File: config.mk
export PLATFORM = sky130hd
export DESIGN_NAME = xsim_dma_read_arbiter
export DESIGN_NICKNAME = d
export VERILOG_FILES = /design/src/rtl/xsim_dma_read_arbiter.sv
export SDC_FILE = /design/constraint.sdc
export NUM_CORES = 1
export LEC_CHECK = 0
export CAP_MARGIN = 20
export CELL_PAD_IN_SITES_DETAIL_PLACEMENT = 0
export CELL_PAD_IN_SITES_GLOBAL_PLACEMENT = 1
export CORE_MARGIN = 2
export CORE_UTILIZATION = 23
export DETAILED_ROUTE_END_ITERATION = 10
export PLACE_DENSITY_LB_ADDON = 0.1
export SLEW_MARGIN = 20
export SYNTH_ARGS = -nofsm -noshare
export SYNTH_HDL_FRONTEND = slang
export SYNTH_SLANG_ARGS = --single-unit
File: constraint.sdc
create_clock -name CLK -period 5.7 [get_ports CLK]
set_input_delay 0.855 -clock CLK [delete_from_list [all_inputs] [get_ports CLK]]
set_output_delay 0.855 -clock CLK [all_outputs]
set_load 0.05 [all_outputs]
File: src/rtl/xsim_dma_read_arbiter.sv
// Round-robin arbiter that shares one DMA read port among NREQ requesters.
// Only one transaction is outstanding at a time: grant -> wait for the response -> deliver it to the owner.
module xsim_dma_read_arbiter #(
    parameter int NREQ = 4,
    parameter int IDW  = 3
) (
    input  logic                 CLK,
    input  logic                 RST_N,
    input  logic [NREQ-1:0]      req_valid,
    input  logic [32*NREQ-1:0]   req_addr,
    input  logic [32*NREQ-1:0]   req_handle,
    output logic [NREQ-1:0]      req_ready,
    output logic [NREQ-1:0]      rsp_valid,
    output logic [31:0]          rsp_data,
    input  logic [NREQ-1:0]      rsp_ready,
    input  logic                 dma_rdy_readrequest,
    output logic                 dma_en_readrequest,
    output logic [31:0]          dma_readrequest_addr,
    output logic [31:0]          dma_readrequest_handle,
    input  logic                 dma_rdy_readresponse,
    output logic                 dma_en_readresponse,
    input  logic [31:0]          dma_readresponse_data,
    output logic                 busy,
    output logic [IDW-1:0]       grant_id,
    output logic [31:0]          done_count
);

    localparam int W1 = IDW + 1;

    typedef enum logic [1:0] {IDLE, WAIT_RSP, DELIVER} state_t;

    state_t          state_reg;
    logic [IDW-1:0]  rr_ptr_reg;
    logic [IDW-1:0]  owner_reg;
    logic [IDW-1:0]  grant_id_reg;
    logic [31:0]     rsp_data_reg;
    logic [31:0]     done_count_reg;

    logic            grant_found;
    logic [IDW-1:0]  grant_idx;
    logic [W1-1:0]   best_off;
    logic [W1-1:0]   off;
    logic [NREQ-1:0] owner_sel;
    logic            owner_rdy;
    logic            in_idle;
    logic            drain;
    logic            issue;
    logic            capture;
    logic            deliver;
    logic            complete;

    // Each requester's distance from rr_ptr (mod NREQ); the nearest valid one wins.
    always_comb begin
        grant_found = 1'b0;
        grant_idx   = '0;
        best_off    = '0;
        off         = '0;
        for (int i = 0; i < NREQ; i++) begin
            off = W1'(i) + W1'(NREQ) - {1'b0, rr_ptr_reg};
            if (off >= W1'(NREQ)) begin
                off = off - W1'(NREQ);
            end
            if (req_valid[i] && (!grant_found || off < best_off)) begin
                grant_found = 1'b1;
                best_off    = off;
                grant_idx   = IDW'(i);
            end
        end
    end

    always_comb begin
        dma_readrequest_addr   = '0;
        dma_readrequest_handle = '0;
        for (int i = 0; i < NREQ; i++) begin
            if (grant_idx == IDW'(i)) begin
                dma_readrequest_addr   = req_addr[32*i +: 32];
                dma_readrequest_handle = req_handle[32*i +: 32];
            end
        end
    end

    // Every handshake is qualified by RST_N so nothing leaks out while reset is held.
    assign in_idle   = RST_N && (state_reg == IDLE);
    assign drain     = in_idle && dma_rdy_readresponse;
    assign issue     = in_idle && !dma_rdy_readresponse && dma_rdy_readrequest && grant_found;
    assign capture   = RST_N && (state_reg == WAIT_RSP) && dma_rdy_readresponse;
    assign deliver   = RST_N && (state_reg == DELIVER);
    assign owner_rdy = |(rsp_ready & owner_sel);
    assign complete  = deliver && owner_rdy;

    generate
        for (genvar gi = 0; gi < NREQ; gi++) begin : g_req
            assign owner_sel[gi] = (owner_reg == IDW'(gi));
            assign req_ready[gi] = issue && (grant_idx == IDW'(gi));
            assign rsp_valid[gi] = deliver && owner_sel[gi];
        end
    endgenerate

    assign dma_en_readrequest  = issue;
    assign dma_en_readresponse = drain || capture;
    assign busy                = RST_N && (state_reg != IDLE);
    assign rsp_data            = rsp_data_reg;
    assign grant_id            = grant_id_reg;
    assign done_count          = done_count_reg;

    always_ff @(posedge CLK) begin
        if (!RST_N) begin
            state_reg      <= IDLE;
            rr_ptr_reg     <= '0;
            owner_reg      <= '0;
            grant_id_reg   <= '0;
            rsp_data_reg   <= 32'hAAAAAAAA;
            done_count_reg <= '0;
        end else begin
            case (state_reg)
                IDLE: begin
                    if (issue) begin
                        owner_reg    <= grant_idx;
                        grant_id_reg <= grant_idx;
                        state_reg    <= WAIT_RSP;
                    end
                end
                WAIT_RSP: begin
                    if (capture) begin
                        rsp_data_reg <= dma_readresponse_data;
                        state_reg    <= DELIVER;
                    end
                end
                DELIVER: begin
                    if (complete) begin
                        state_reg      <= IDLE;
                        rr_ptr_reg     <= (owner_reg == IDW'(NREQ - 1)) ? '0 : owner_reg + IDW'(1);
                        done_count_reg <= done_count_reg + 32'd1;
                    end
                end
                default: state_reg <= IDLE;
            endcase
        end
    end

endmodule

==> results.sh, run 1 <==
export IMPL_drc_errors=0
export IMPL_cts_hold_fix_buffers=0
export IMPL_ff2ff_setup_slack_ns=1.67
export IMPL_avgSynthCellArea_um2=7.83
export IMPL_maxSlewViolCount=0
export IMPL_yosysMostFrequentCell="o211ai_1"
export IMPL_totalWireLength_um=36000
export IMPL_grt_pass1_wl_um=53200
export IMPL_rsz0062_at_grt="false"
export IMPL_cts_tree="yes"
export IMPL_hp_class="flip-flop to flip-flop"
export IMPL_layout_area_seq_um2=1400
export IMPL_power_density_nw_per_um2=190
export IMPL_final_layout_size_suffix_gt1_frac=0.167
export IMPL_fin_ws_ns=0.165
export IMPL_path_class="flip-flop to output pin"
export IMPL_cts_clk_slew_worst_paths_ns=0.06
export IMPL_maxSlewHeadroom=0.456
export IMPL_clockRootBuffer="clkbuf_16"
export IMPL_hold_viol=0
export IMPL_die_w_um=181
export IMPL_finClkSkew_ns=0.00911
export IMPL_netlist_area_um2=7210
export IMPL_min_to="rsp_data[20]"
export IMPL_antenna_found_initial=4
export IMPL_die_area_um2=32800
export IMPL_min_from="rsp_data[20]"
export IMPL_portBuffers=440
export IMPL_grt_pass1_vias=8966
export IMPL_wl_per_cell_um=21.2
export IMPL_crit_path_start_kind="flip-flop"
export IMPL_synth_area_top_cells="dfxtp_1, o211ai_1, mux2_2, a222oi_1, nand3_1"
export IMPL_viasPerCell=5.35
export IMPL_status="finished clean"
export IMPL_synth_async_reset_ratio=0
export IMPL_end_kind="output pin"
export IMPL_crit_arrival_ns=4.68
export IMPL_worst_r2r_endpoint="grant_id[0]"
export IMPL_htreeDepth=3
export IMPL_initial_utilization=0.234
export IMPL_yosysTopAreaCell="dfxtp_1"
export IMPL_gp_congestion=0.757
export IMPL_grt_ovfl_total=0
export IMPL_dr_total_vias=9098
export IMPL_seq_area_frac_synth=0.194
export IMPL_setup_viol=0
export IMPL_leakage_nw=4.66
export IMPL_ant_nets=0
export IMPL_synth_edff_count=0
export IMPL_core_area_um2=30700
export IMPL_multi_input_area_um2=5460
export IMPL_grt_use_total=0.204
export IMPL_synth_ff_type="dfxtp_1"
export IMPL_ys_ff_latch=70
export IMPL_synth_common_cells="o211ai_1, nand3_1, clkbuf_1"
export IMPL_worstPathMaxFanout=10
export IMPL_drt_first_pass_iters=6
export IMPL_fp_dieH_um=181
export IMPL_hpwlAfterDp_um=25800
export IMPL_nFillCells=3113
export IMPL_dp_slack_ns=0.0576
export IMPL_period_needed_ns=5.53
export IMPL_worst_slew_pin_slew_ns=0.816
export IMPL_cts_sinks=70
export IMPL_clock_fmax_mhz=181
export IMPL_fin_tns_setup_ns=0
export IMPL_worstRegToRegCells=18
export IMPL_r2r_start="rr_ptr_reg[1]"
export IMPL_drt_iter0_drc=764
export IMPL_post_synth_top_area_fraction=0.194
export IMPL_worstHoldPathCells=2
export IMPL_cts_buffer_depth=2
export IMPL_io_pin_count=442
export IMPL_yosysUniqueCellTypes=66
export IMPL_peakVddDrop_mv=0.130
export IMPL_area_growth_pct=74.3
export IMPL_fin_crit_sh=0.971
export IMPL_num_rows=64
export IMPL_insertion_delay_ns=0.34
export IMPL_cts_made_buffers=9
export IMPL_ys_warn_count=0
export IMPL_maxCapViolations=0
export IMPL_cp_required_ns=4.85
export IMPL_syn_inst=921
export IMPL_nets=1609
export IMPL_grt_max_degree=70
==> where the power goes <==
part           switching (mW)  internal (mW)
logic                   0.703          0.618
registers             0.00348          0.493
clock network           0.232          0.340
==> per-stage QoR <==
step,cells,utilization,hold slack (ns),power [mW],cell area [µm²]
detailed placement,1677,0.396,0.447,1.80,12200
floorplan,928,-,0.498,1.26,7370
CTS,1693,0.406,0.456,2.39,12500
global route,1700,0.409,0.475,2.50,12600
finish,1700,0.409,0.454,2.39,12600
global placement,1677,0.396,0.442,1.80,12200
==> layout by cell type (no fill, tap or decap), drive strengths merged, types with 3 or more instances in the layout <==
cell type and count:
a21oi 24, a221o 19, a222oi 45, a22oi 19, a31oi 19, and2 56
and3 23, buf 91, clkbuf 10, clkdlybuf4s50 370, clkinv 5, conb 9
dfxtp 70, ha 12, inv 29, mux2 91, nand2 48, nand3 77
nand4 26, nor2 56, nor2b 3, nor3 6, nor3b 3, nor4 9
o211ai 109, o21a 4, o21ai 7, o31ai 3, xnor2 17, xor2 10
==> timing repair <==
action	in CTS	in global routing
setup endpoints to repair	31	64
pin swaps	0	1
setup buffers	0	2
cloned	0	2
gates resized for setup	2	5
==> how the worst max path moves through the flow <==
| stage | from | end |
|---|---|---|
| detailed placement | req_valid[0] | dma_readrequest_handle[20] |
| global route | rr_ptr_reg[1] | dma_readrequest_addr[28] |
| floorplan | req_valid[0] | dma_readrequest_addr[31] |
| global placement | req_valid[0] | dma_readrequest_handle[19] |
| CTS | rr_ptr_reg[0] | dma_readrequest_handle[7] |
| finish | rr_ptr_reg[1] | dma_readrequest_addr[28] |
==> cells by family after synthesis <==
| group | Yosys count | synth area share |
|---|---|---|
| multiplexers | 91 | 0.142 |
| adder cells (fa/ha/maj) | 12 | 0.0208 |
| AND/OR/NAND/NOR | 320 | 0.237 |
| XOR/XNOR | 27 | 0.0328 |
| flip-flops | 70 | 0.194 |
| other | 2 | 0.00104 |
| AO/OA/AOI/OAI | 266 | 0.291 |
| buffers and inverters | 133 | 0.0814 |
==> worst max-delay path: stages (launching register included) <==
cell and delay [ns]:
dfxtp_1 0.36, inv_1 0.11, ha_4 0.30, nor2b_4 0.05, o21a_2 0.20, o21ai_2 0.20
a31oi_1 0.14, ha_1 0.29, o311ai_1 0.16, a32oi_4 0.28, mux2_2 0.36, ha_1 0.27
o32ai_1 0.07, and2_1 0.20, or2_2 0.33, o31ai_4 0.10, buf_12 0.17, buf_6 0.19
mux2_2 0.36, buf_4 0.19
==> layout make-up <==
class,count,share of cell area
Inverter,29,0.00866
Tap cell,396,0.0394
Antenna cell,2,0.000398
Multi-Input combinational cell,725,0.434
Clock inverter,7,0.00587
Sequential cell,70,0.112
Clock buffer,9,0.0179
Timing Repair Buffer,462,0.382
==> layer usage <==
layer / part of all wire / up-vias / global-route usage
met4: 0.030 / 4 / 0.0654
met3: 0.065 / 50 / 0.0454
li1: - / 4322 / -
met5: 0.00064 / - / 0
met2: 0.51 / 365 / 0.365
met1: 0.40 / 4357 / 0.242
Power figures use the tool's default switching activity.
==> run 2: changes to the inputs <==
SKIP_CTS_REPAIR_TIMING = 1   (was default)
==> results.sh, run 2 (same netlist as run 1, synthesis figures left out) <==
export IMPL_grt_use_total=0.204
export IMPL_antenna_found_initial=4
export IMPL_htreeDepth=3
export IMPL_final_layout_size_suffix_gt1_frac=0.167
export IMPL_grt_pass1_wl_um=53200
export IMPL_whs_ns=0.454
export IMPL_drt_iter0_drc=764
export IMPL_viasPerCell=5.35
export IMPL_cp_required_ns=4.85
export IMPL_cts_buffer_depth=2
export IMPL_initial_utilization=0.234
export IMPL_clockRootBuffer="clkbuf_16"
export IMPL_cp_slowest_cell="dfxtp_1"
export IMPL_maxSlewViolCount=0
export IMPL_nFillCells=3113
export IMPL_fin_cells=1700
export IMPL_crit_path_max_incr_delay_ns=0.36
export IMPL_core_area_um2=30700
export IMPL_end_kind="output pin"
export IMPL_period_needed_ns=5.53
export IMPL_num_rows=64
export IMPL_ant_nets=0
export IMPL_final_util=0.409
export IMPL_cts_tree="yes"
export IMPL_fin_crit_sh=0.971
export IMPL_cts_clk_slew_worst_paths_ns=0.06
export IMPL_drc_errors=0
export IMPL_nets=1609
export IMPL_hpwlAfterDp_um=25800
export IMPL_multi_input_area_um2=5460
export IMPL_hold_viol=0
export IMPL_maxSlewHeadroom=0.456
export IMPL_worstPathMaxFanout=10
export IMPL_die_area_um2=32800
export IMPL_cts_made_buffers=9
export IMPL_dp_cells=1677
export IMPL_totalWireLength_um=36000
export IMPL_io_pin_count=442
export IMPL_insertion_delay_ns=0.34
export IMPL_cp_cell_sequence="inv_1 > ha_4 > nor2b_4 > o21a_2 > o21ai_2 > a31oi_1 > ha_1 > o311ai_1 > a32oi_4 > mux2_2 > ha_1 > o32ai_1 > and2_1 > or2_2 > o31ai_4 > buf_12 > buf_6 > mux2_2 > buf_4"
export IMPL_setup_viol=0
export IMPL_layout_common_cells="clkdlybuf4s50_1, o211ai_1, nand3_1, dfxtp_1, buf_4"
export IMPL_hp_class="flip-flop to flip-flop"
export IMPL_cts_sinks=70
export IMPL_power_density_nw_per_um2=190
export IMPL_layout_commonest_cell="clkdlybuf4s50_1"
export IMPL_fp_dieH_um=181
export IMPL_dr_total_vias=9098
export IMPL_leakage_nw=4.66
export IMPL_grt_pass1_vias=8968
export IMPL_grt_max_degree=70
export IMPL_clock_fmax_mhz=181
export IMPL_path_class="flip-flop to output pin"
export IMPL_wl_per_cell_um=21.2
export IMPL_crit_arrival_ns=4.68
export IMPL_status="finished clean"
export IMPL_finClkSkew_ns=0.00911
export IMPL_layout_area_seq_um2=1400
export IMPL_drt_first_pass_iters=6
export IMPL_crit_path_start_kind="flip-flop"
export IMPL_fin_tns_setup_ns=0
export IMPL_worst_slew_pin_slew_ns=0.816
export IMPL_portBuffers=440
export IMPL_grt_ovfl_total=0
export IMPL_peakVddDrop_mv=0.130
export IMPL_die_w_um=181
export IMPL_maxCapViolations=0
export IMPL_gp_congestion=0.757
export IMPL_area_growth_pct=74.3
export IMPL_rsz0062_at_grt="false"
-- run 2: cell counts in the layout (fill, tap and decap cells not counted) --
Identical to the previous run, type by type.
-- run 2: final cells by class --
| type | count | area share |
|---|---|---|
| multi-input combinational | 725 | 0.434 |
| timing repair buffer | 462 | 0.382 |
| sequential | 70 | 0.112 |
| tap | 396 | 0.0394 |
| clock buffer | 9 | 0.0179 |
| inverter | 29 | 0.00866 |
| clock inverter | 7 | 0.00587 |
| antenna | 2 | 0.000398 |
-- run 2: worst paths after layout --
kind / start / to / slack [ns] / cells after the start
setup / recovery: rr_ptr_reg[1] / dma_readrequest_addr[28] / 0.17 / 19
hold / removal: rsp_data[20] / rsp_data[20] / 0.45 / 2
setup reg to reg: rr_ptr_reg[1] / grant_id[0] / 1.67 / 18
hold reg to reg: rsp_data[20] / rsp_data[20] / 0.45 / 2
-- run 2: critical path: cells and delay by family, from the launching register on --
kind	cells	cell delay, ns
buffers and inverters	4	0.66
and+or+nand+nor	3	0.58
DFF	1	0.36
AOI/OAI and AO/OA	7	1.15
muxes	2	0.72
adders and majority gates	3	0.86
-- run 2: where the power goes --
part | switching (mW) | total (mW) | internal [mW]
logic | 0.703 | 1.32 | 0.618
registers | 0.00348 | 0.497 | 0.493
clock network | 0.232 | 0.573 | 0.340
total | 0.938 | 2.39 | 1.45
-- run 2: stage by stage --
step	setup slack [ns]	instance area, µm²	power, mW
after CTS	-0.179	12500	2.39
after global routing	0.0227	12600	2.50
after detailed placement	0.0576	12200	1.80
after global placement	0.172	12200	1.80
final	0.165	12600	2.39
after floorplan	0.00622	7370	1.26
-- run 2: per-layer routing --
layer | vias up | global-route usage | share of wire
li1 | 4322 | - | -
met1 | 4357 | 0.242 | 0.40
met2 | 365 | 0.365 | 0.51
met3 | 50 | 0.0454 | 0.065
met4 | 4 | 0.0654 | 0.030
met5 | - | 0 | 0.00064
==> run 3: changes to the inputs <==
CTS_CLUSTER_DIAMETER = 100   (was default)
==> results of run 3 <==
Same layout as run 2: the final DEF is identical, and so are final timing and power.
